[config.mk]
export PLATFORM = sky130hd
export DESIGN_NAME = seq_detect_param
export DESIGN_NICKNAME = d
export VERILOG_FILES = /design/src/rtl/seq_detect_param.sv
export SDC_FILE = /design/constraint.sdc
export NUM_CORES = 1
export LEC_CHECK = 0
export ABC_AREA = 1
export BUFFER_PORTS_ARGS = -buffer_cell sky130_fd_sc_hd__buf_4
export CORE_MARGIN = 4
export CORE_UTILIZATION = 55
export CTS_BUF_LIST = sky130_fd_sc_hd__clkbuf_2
export DETAILED_ROUTE_END_ITERATION = 12
export PLACE_DENSITY = 0.83
export SYNTH_ARGS = -nofsm -noshare
export SYNTH_HDL_FRONTEND = slang
export SYNTH_SLANG_ARGS = --single-unit
[constraint.sdc]
create_clock -name clk -period 2.5 [get_ports clk]
set_input_delay 0.5 -clock clk [delete_from_list [all_inputs] [get_ports clk]]
set_output_delay 0.5 -clock clk [all_outputs]
set_load 0.01 [all_outputs]
[src/rtl/seq_detect_param.sv]
// Parameterised serial pattern detector with a runtime-loadable pattern,
// selectable overlap mode, a registered match flag and a saturating match counter.
module seq_detect_param #(
    parameter int unsigned    N       = 3,
    parameter logic [N-1:0]   DEF_PAT = 3'b101,
    parameter int unsigned    CNT_W   = 8
) (
    input  logic             clk,
    input  logic             rst,
    input  logic             load,
    input  logic [N-1:0]     pattern_in,
    input  logic             overlap,
    input  logic             en,
    input  logic             x,
    input  logic             cnt_clr,
    output logic             match,
    output logic [CNT_W-1:0] match_cnt
);

    localparam int unsigned FW = $clog2(N + 1);

    logic [N-1:0]     r_pat;
    logic [N-1:0]     r_hist;
    logic [FW-1:0]    r_fill;
    logic             r_match;
    logic [CNT_W-1:0] r_cnt;

    logic             w_accept;
    logic [N-1:0]     w_shift;
    logic             w_hit;

    assign w_accept = en & ~load;
    assign w_shift  = {r_hist[N-2:0], x};
    // Only N-1 history bits plus the incoming bit are needed to complete a match.
    assign w_hit    = w_accept && (r_fill >= FW'(N - 1)) && (w_shift == r_pat);

    always_ff @(posedge clk or posedge rst) begin
        if (rst) begin
            r_pat   <= DEF_PAT;
            r_hist  <= '0;
            r_fill  <= '0;
            r_match <= 1'b0;
        end else if (load) begin
            r_pat   <= pattern_in;
            r_hist  <= '0;
            r_fill  <= '0;
            r_match <= 1'b0;
        end else if (en) begin
            r_hist  <= w_shift;
            r_match <= w_hit;
            // Zeroing fill keeps every bit of this match out of any later one.
            if (w_hit && !overlap) begin
                r_fill <= '0;
            end else if (r_fill != FW'(N)) begin
                r_fill <= r_fill + 1'b1;
            end
        end
    end

    always_ff @(posedge clk or posedge rst) begin
        if (rst) begin
            r_cnt <= '0;
        end else if (cnt_clr) begin
            r_cnt <= '0;
        end else if (w_hit && (r_cnt != '1)) begin
            r_cnt <= r_cnt + 1'b1;
        end
    end

    assign match     = r_match;
    assign match_cnt = r_cnt;

endmodule

# ---- After elaboration in Yosys (flattened, before gate mapping)
# Index checks and enable logic that the tools add are counted.
dict set report classes {
  n_addsub 2
  order_cmp 1
  n_eq_ne 3
  mux 10
  n_bitwise 2
  reduce_logical 9
}
# op count
set op_table {}
lappend op_table {{2-to-1 mux 8 bit} 2}
lappend op_table {{2-to-1 mux 2 bit} 6}
lappend op_table {{adder 8 x 1 -> 8 bit (second input constant)} 1}
lappend op_table {{inequality test 8 bit (second input constant)} 1}
lappend op_table {{logical AND 1 bit} 4}
lappend op_table {{nonzero test 2 bit} 2}
lappend op_table {{equality test 3 bit} 1}
lappend op_table {{nonzero test 3 bit} 1}
lappend op_table {{adder 2 x 1 -> 2 bit (second input constant)} 1}
lappend op_table {{greater-or-equal comparator 2 bit (second input constant)} 1}
lappend op_table {{2-to-1 mux 1 bit} 2}
lappend op_table {{inequality test 2 bit (second input constant)} 1}
lappend op_table {{AND reduction 2 bit} 1}
lappend op_table {{bitwise AND 1 bit} 1}
lappend op_table {{logical NOT 1 bit} 1}
lappend op_table {{NOT 1 bit} 1}
dict set report word_totals {
  regBits 16
  out_inout_bits 9
  elab_cells 32
}

# ---- Longest topological paths before layout
# Gate-level depths: netlist of the first run.
dict set report logic_depth {
  depth_word 8
  mapped_depth 11
}

# ---- Worst setup path after synthesis of the first run
# Ideal clock, no wire load.
dict set report synth_timing {
  path_kind {register to register}
  from {reg r_cnt[0], in the netlist match_cnt[0]}
  to {reg r_cnt[6], in the netlist match_cnt[6]}
  setup_time_ps 118
  arrival_ps 1296
  t_required_ps 2382
  setup_slack_ps 1086
  path_stages_with_launch 9
  path_buffers 0
  synth_period_minus_slack_ps 1414
  path_cell_list {dfrtp_1 -> ha_1 -> nand3_2 -> nor3_4 -> nand3_2 -> nand3_4 -> nand2_4 -> nand2_1 -> nand2_1}
}
dict set report synth_between {
  elab_chain_len 3
  elab_cells_between_ends 6
  classes_between {1 x add/sub; 1 x eq/ne; 2 x mux; 2 x reduce/logical}
}
# item line
set synth_rtl {}
lappend synth_rtl {{from (decl)} 26} ;# logic [CNT_W-1:0] r_cnt;
lappend synth_rtl {{from (signal assigned)} 66} ;# r_cnt <= r_cnt + 1'b1;
lappend synth_rtl {{adder 8 x 1 -> 8 bit or inequality test 8 bit (tied branches)} {66, 65}}
lappend synth_rtl {{2-to-1 mux 8 bit or logical AND 1 bit (tied branches)} 65} ;# end else if (w_hit && (r_cnt != '1)) begin
lappend synth_rtl {{2-to-1 mux 8 bit or nonzero test 2 bit (tied branches)} n/a}
# Several ways; a longest one is shown, not always the timed one. The select of a mux whose other input is x is not followed.
# A chain may end at the register's enable or synchronous reset.

# ---- Final worst setup path of the first run
dict set report layout_timing {
  from {reg r_cnt[0], in the netlist match_cnt[0]}
  to {reg r_cnt[2], in the netlist match_cnt[2]}
}
# Same word-level chain as after synthesis.

==> results of run 1 <==
## worst max-delay path, stage by stage, from the launching register on
cell     delay, ns
dfrtp_1       0.44
ha_1          0.23
nand3_2       0.12
nor3_4        0.17
nand3_2       0.11
nand3_4       0.14
nand2_4       0.09
nand2_1       0.08
nand2_1       0.05
## cells in the mapped netlist (all sizes together)
library cell,instances
nand2,40
inv,17
nand3,15
nor2,15
dfrtp,14
ha,3
o21ai,3
xnor2,3
xor2,3
dfstp,2
nor3,2
o22ai,2
a32o,1
buf,1
clkinv,1
## layout make-up
cell class	instances	share of cell area, %
Tap cell	16	1.77
Sequential cell	16	35.6
Multi-Input combinational cell	87	43.4
Clock buffer	3	1.33
Timing Repair Buffer	18	11.9
Inverter	18	5.97
## per-stage QoR
stage | instances | area [um2]
finish | 158 | 1130
floorplan | 122 | 966
global placement | 155 | 1120
global route | 158 | 1130
CTS | 158 | 1130
detailed placement | 155 | 1120
## cells by family (layout without fill, tap and decap cells)
logic type,Yosys count,after routing
AOI/OAI and AO/OA,6,6
and+or+nand+nor,72,72
adders and majority gates,3,3
DFF,16,16
xor gates and xnor gates,6,6
buffers and inverters,19,39
## power by group through the flow
stage | clock, mW | sequential, mW | combinational (mW)
floorplan | 0 | 0.293 | 0.0655
global placement | 0 | 0.294 | 0.0937
detailed placement | 0 | 0.295 | 0.0967
CTS | 0.115 | 0.290 | 0.0973
global route | 0.131 | 0.293 | 0.112
finish | 0.109 | 0.290 | 0.0960
## layer usage
metal / GRT usage [%] / up-vias / routed length, um
li1: - / 422 / -
met1: 20.5 / 377 / 804
met2: 27.5 / 21 / 842
met3: 5.12 / 2 / 104
met4: 5.53 / 0 / 8
met5: 0 / - / 0
## worst paths after layout
path / to / cells after the start / slack [ns] / startpoint
setup reg to reg: match_cnt[2]$_DFFE_PP0P_ / 8 / 0.99 / match_cnt[0]$_DFFE_PP0P_
max in group asynchronous: match_cnt[4]$_DFFE_PP0P_ / 2 / 1.82 / rst
hold reg to reg: r_pat[2]$_DFFE_PP1P_ / 2 / 0.51 / r_pat[2]$_DFFE_PP1P_
setup / recovery: match_cnt[2]$_DFFE_PP0P_ / 8 / 0.99 / match_cnt[0]$_DFFE_PP0P_
min in group clk: r_pat[0]$_DFFE_PP1P_ / 3 / 0.43 / pattern_in[0]
hold / removal: r_hist[0]$_DFFE_PP0P_ / 2 / 0.29 / rst
## state kept, by name, indices dropped and copies added, names as in the netlist
name and count:
match_cnt 8, r_pat 3, r_fill 2, match 1, r_hist 2
==> summary.md, run 1 <==
| Metric | Value |
|---|---|
| H-Tree Depth | 1 |
| CTS Sinks | 16 |
| MaxCap Viol Count | 0 |
| Root buf cell | clkbuf_2 |
| Most common cell after layout, fill and taps aside | nand2_1 |
| Worst setup SP type | register |
| Mean Syn Cell Area | 7.92 um2 |
| Post-synthesis xor/xnor area fraction | 5.44% |
| Distinct cells, synth | 22 |
| Overall power | 0.495 mW |
| Post-Route Utilization | 71.7% |
| Final nets | 157 |
| Worst-margin pin slew | 0.618 ns |
| First-pass GRT wire length | 3.24 mm |
| Clock period minus worst slack | 1.51 ns |
| Slew HR | 58.7% |
| Final period util | 60.4% |
| DIE HEIGHT | 49.9 um |
| Antenna viol nets, final | 0 |
| Rows | 14 |
| Via density | 5.20 |
| Syn Std Cell Area | 966 um2 |
| Hold Fails Final Rpt | 0 |
| Buffers on Ports | 18 |
| Peak supply drop | 0.334 mV |
| I/O pin total | 19 |
| Setup ws final | 0.990 ns |
| Initial core utilization | 61.3% |
| Synth top area share | 36.3% |
| Syn_nets | 135 |
| Worst Path Arrival | 1.69 ns |
| TritonRoute pass-1 iters | 4 |
| Gate power share | 19.4% |
| NetSw | 0.147 mW |
| Worst Hold Class | in2async |
| Final count of pins violating max slew | 0 |
| Register area | 403 um2 |
| Worst hold-check slack | 0.287 ns |
| Internal power | 0.348 mW |
| Clock-pin slew on the worst setup and hold paths | 0.15 ns |
| Starting DRT DRC Count | 8 |
| FILL cells | 141 |
| Crit-path max FO | 10 |
| DRC Markers | 0 |
| Fin Setup TNS | 0 ns |
| Antenna Cells | 0 |
| Final Wtd Congestion | 0.787 |
| Pre-CTS setup slack | 1.00 ns |
| Clk_lat worst skew | 0.27 ns |
| DRT Wirelength | 1.76 mm |
| Commonest non-fill, non-tap cells in the layout | nand2_1 (38), buf_4 (18), inv_1 (17) |
| Crit path kind | reg2reg |
| Total global routing overflow | 0 |
| Status | complete, no violations |
| Adder-cell area share of the yosys netlist | 3.89% |
| Die width | 49.9 um |
| Yosys top cell by area | dfrtp_1 |
| Largest family of logic cells by synthesized area | simple AND/OR/NAND/NOR gates |
| CTS Buffer Depth | 2 |
| Clk network pwr share | 22.0% |
| Mux contribution to synthesized area | 0% |
| Simple-gate share of the synthesized area | 37.6% |
| RSZ-0062 raised after global routing | no |
| #FFs+latches synth | 16 |
| Largest net degree at the start of global routing | 17 |
| Layout cell share with drive strength beyond 1 | 23.9% |
| Sequential power share | 58.6% |
| Synth warn | 0 |
| Via count | 822 |
| Die ar. | 0.00249 mm2 |
| Clk_skew | 0.00605 ns |
| Vias in the first global route | 783 |
| Switching share of power | 29.7% |
| Compound-gate portion of the synthesized area | 3.89% |
| Fmax | 662 MHz |
| CTS tree | built |
| Post-synthesis sequential area ratio | 41.7% |
| Post-CTS Resized | 0 |
| Top post-synthesis cells by area | dfrtp_1 (36%), nand2_1 (15%), inv_1 (6.6%) |
| Antenna violations before repair | 0 |
| Post-CTS Setup Bufs | 0 |
| Total global-route track usage | 16.7% |
| CP required | 2.68 ns |
| HPWL Detailed | 1.41 mm |
| Synth-to-layout area growth | 17.1% |
| Final setup fails | 0 |
| Hold-fix buffers at CTS | 0 |
| Pwr dens | 438 mW/mm2 |
| Routed length per instance | 11.1 um |
| Gate Count Post-Synth | 122 |
| Crit. End Element | register |
| Leakage | 0.607 nW |
| Multi-input logic area | 490 um2 |
| Core Box Area | 0.00158 mm2 |
| CTS Buf Count | 3 |
(Power assumes the default switching activity.)
==> run 2, diff against run 1 <==
- ABC_AREA: 1 -> 0
- CORE_UTILIZATION: 55 -> 49
- PLACE_DENSITY: 0.83 -> 0.79
- clock period: 2.5 -> 1.32 ns (I/O delays scaled with it)
==> summary.md, run 2 <==
| Metric | Value |
|---|---|
| Synth top cells by count | dfrtp_1 (14), nor2_1 (7), a21oi_1 (6) (was nand2_1 (38), inv_1 (17), dfrtp_1 (14)) |
| Clock-pin slew on the worst setup and hold paths | 0.17 ns (was 0.15 ns) |
| Final period util | 144% (was 60.4%) |
| Via count | 786 (was 822) |
| Clock period minus worst slack | 1.90 ns (was 1.51 ns) |
| Worst Reg-to-Reg Cells | 6 (was 8) |
| Antenna violations before repair | 0 (unchanged) |
| Final Wtd Congestion | 0.800 (was 0.787) |
| Final setup fails | 12 (was 0) |
| R2r setup slk | -0.58 ns (was 0.99 ns) |
| Top post-synthesis cells by area | dfrtp_1 (42%), dfstp_2 (6.4%), mux2_2 (5.5%) (was dfrtp_1 (36%), nand2_1 (15%), inv_1 (6.6%)) |
| CTS Buf Count | 3 (unchanged) |
| DRT Wirelength | 2.22 mm (was 1.76 mm) |
| Failing checks | setup timing |
| Setup ws final | -0.579 ns (was 0.990 ns) |
| CTS Sinks | 16 (unchanged) |
| Post-Route Utilization | 82.5% (was 71.7%) |
| Synth-to-layout area growth | 54.3% (was 17.1%) |
| DRC Markers | 0 (unchanged) |
| RR Startpoint | match_cnt[1]$_DFFE_PP0P_ (was match_cnt[0]$_DFFE_PP0P_) |
| FILL cells | 100 (was 141) |
| Syn Std Cell Area | 825 um2 (was 966 um2) |
| Pwr dens | 734 mW/mm2 (was 438 mW/mm2) |
| Worst Hold Class | in2reg (was in2async) |
| Core Box Area | 0.00154 mm2 (was 0.00158 mm2) |
| Post-synth EDFFs | 0 (unchanged) |
| Largest net degree at the start of global routing | 17 (unchanged) |
| Status | finished, violations left (was complete, no violations) |
| Routed length per instance | 15.8 um (was 11.1 um) |
| Distinct cells, synth | 28 (was 22) |
| Starting DRT DRC Count | 17 (was 8) |
| Die ar. | 0.00240 mm2 (was 0.00249 mm2) |
| Design area | 0.00127 mm2 (was 0.00113 mm2) |
| Crit-path max FO | 4 (was 10) |
| Hold Fails Final Rpt | 0 (unchanged) |
| Antenna Cells | 0 (unchanged) |
| Yosys top cell by area | dfrtp_1 (unchanged) |
| CTS Buffer Depth | 2 (unchanged) |
| Crit path from | match_cnt[1]$_DFFE_PP0P_ (was match_cnt[0]$_DFFE_PP0P_) |
| First-pass GRT wire length | 3.39 mm (was 3.24 mm) |
| Buffers on Ports | 18 (unchanged) |
| Max reg flops | 8 (unchanged) |
| Gate Count Post-Synth | 80 (was 122) |
| Final count of pins violating max slew | 0 (unchanged) |
| MaxCap Viol Count | 0 (unchanged) |
| Multi-input logic area | 482 um2 (was 490 um2) |
| Root buf cell | clkbuf_2 (unchanged) |
| Vias in the first global route | 786 (was 783) |
| Area after DPL | 0.00111 mm2 (was 0.00112 mm2) |
| Crit. End Element | register (unchanged) |
| Clk_lat worst skew | 0.30 ns (was 0.27 ns) |
| H-Tree Depth | 1 (unchanged) |
| Synth warn | 0 (unchanged) |
| Fmax | 527 MHz (was 662 MHz) |
| Die width | 49.0 um (was 49.9 um) |
| Final nets | 138 (was 157) |
| Worst setup SP type | register (unchanged) |
| Most numerous cell in the Yosys netlist | dfrtp_1 (was nand2_1) |
| Worst hold-check slack | 0.168 ns (was 0.287 ns) |
| HPWL Detailed | 1.36 mm (was 1.41 mm) |
| R2r endpoint | match_cnt[4]$_DFFE_PP0P_ (was match_cnt[2]$_DFFE_PP0P_) |
| Slew HR | 82.1% (was 58.7%) |
| Most common cell after layout, fill and taps aside | buf_4 (was nand2_1) |
| Synth top area share | 42.5% (was 36.3%) |
| Syn_nets | 93 (was 135) |
| Leakage | 0.599 nW (was 0.607 nW) |
| Layout cell share with drive strength beyond 1 | 58.1% (was 23.9%) |
| DIE HEIGHT | 49.0 um (was 49.9 um) |
| Clk_skew | 0.0240 ns (was 0.00605 ns) |
| Rows | 14 (unchanged) |
| Initial core utilization | 53.5% (was 61.3%) |
| Total global-route track usage | 18.0% (was 16.7%) |
| Crit path kind | reg2reg (unchanged) |
| Antenna viol nets, final | 0 (unchanged) |
| Synth async-reset ratio | 100% (unchanged) |
| Peak supply drop | 0.653 mV (was 0.334 mV) |
| Main synth FF type | dfrtp_1 (unchanged) |
| Mean Syn Cell Area | 10.3 um2 (was 7.92 um2) |
| RSZ-0062 raised after global routing | yes (was no) |
| Total global routing overflow | 0 (unchanged) |
| Commonest non-fill, non-tap cells in the layout | buf_4 (37), dfrtp_1 (14), nor2_1 (6) (was nand2_1 (38), buf_4 (18), inv_1 (17)) |
| Worst Path Arrival | 2.15 ns (was 1.69 ns) |
| #FFs+latches synth | 16 (unchanged) |
| Crit path capture | match_cnt[4]$_DFFE_PP0P_ (was match_cnt[2]$_DFFE_PP0P_) |
| Post-synthesis sequential area ratio | 48.9% (was 41.7%) |
| I/O pin total | 19 (unchanged) |
| Register area | 403 um2 (unchanged) |
| CP required | 1.57 ns (was 2.68 ns) |
| Via density | 5.61 (was 5.20) |
| TritonRoute pass-1 iters | 4 (unchanged) |
| CTS tree | built (unchanged) |
| Worst-margin pin slew | 0.267 ns (was 0.618 ns) |
## run 2: cell count changes in the layout (fill, tap and decap cells not counted), sizes merged, moves of 6 or more
cell   change
nand3     -13
nand2     -35
buf       +23
inv       -14
nor2       -8
a21oi      +6
## run 2: layer usage
layer | track usage [%] | routed length, um | part of all wire, %
met4 | 6.73 | 43 | 1.9
met1 | 21.8 | 891 | 40
met3 | 3.36 | 102 | 4.6
met5 | 0 | 0 | 0
met2 | 31.3 | 1180 | 53
## run 2: worst min-delay path by stage
stage	depth (start not counted)	from	slack [ns]	end
after CTS	2	cnt_clr	0.15	match_cnt[3]$_DFFE_PP0P_
after global placement	3	rst	0.28	match_cnt[0]$_DFFE_PP0P_
after floorplan	1	rst	0.18	match$_DFFE_PP0P_
final	2	cnt_clr	0.17	match_cnt[5]$_DFFE_PP0P_
after detailed placement	3	rst	0.30	match_cnt[1]$_DFFE_PP0P_
after global routing	2	cnt_clr	0.16	match_cnt[4]$_DFFE_PP0P_
## run 2: final cells by class
class / instances / area share (%)
multi-input combinational: 58 / 37.9
tap: 16 / 1.57
timing repair buffer: 42 / 26.2
sequential: 16 / 31.7
inverter: 4 / 1.18
clock buffer: 4 / 1.57
## run 2: power by group
group          internal (mW)  switching, mW  total, mW
combinational         0.0929         0.0723      0.165
sequential             0.514         0.0152      0.530
clock                 0.0803          0.159      0.239
total                  0.688          0.246      0.934
## run 2: through the flow
step                std cells  setup slack, ns  total power, mW  setup TNS, ns
finish                    140           -0.579            0.934          -4.23
global route              140           -0.646            0.984          -5.14
CTS                       137           -0.526            0.924          -3.61
detailed placement        129           -0.554            0.677          -3.56
global placement          129           -0.497            0.669          -3.09
floorplan                  80           -0.536            0.610          -3.37
## run 2: logic make-up after synthesis
| group | count (synthesis) | share of synthesized area [%] |
|---|---|---|
| compound gates | 15 | 11.1 |
| xor+xnor | 4 | 4.25 |
| fa+ha+maj | 3 | 4.55 |
| buf+inv | 7 | 4.25 |
| flops | 16 | 48.9 |
| mux | 7 | 9.10 |
| simple gates | 28 | 17.9 |
## run 2: worst max-delay path: stages, from the launching register on
cell and delay (ns):
dfrtp_1 0.43, ha_2 0.19, and3_4 0.15, and3_4 0.15, or3_4 0.39, or3_4 0.40, a21oi_2 0.13
## run 2: repair_timing
item | 4_1_cts | 5_1_grt
gates cloned | 1 | 0
hold buffers | 1 | 0
endpoints found under the hold margin | 14 | 0
setup buffers | 2 | 7
pin swaps | 6 | 6
gates resized for setup | 9 | 15
endpoints found under the setup margin | 10 | 17
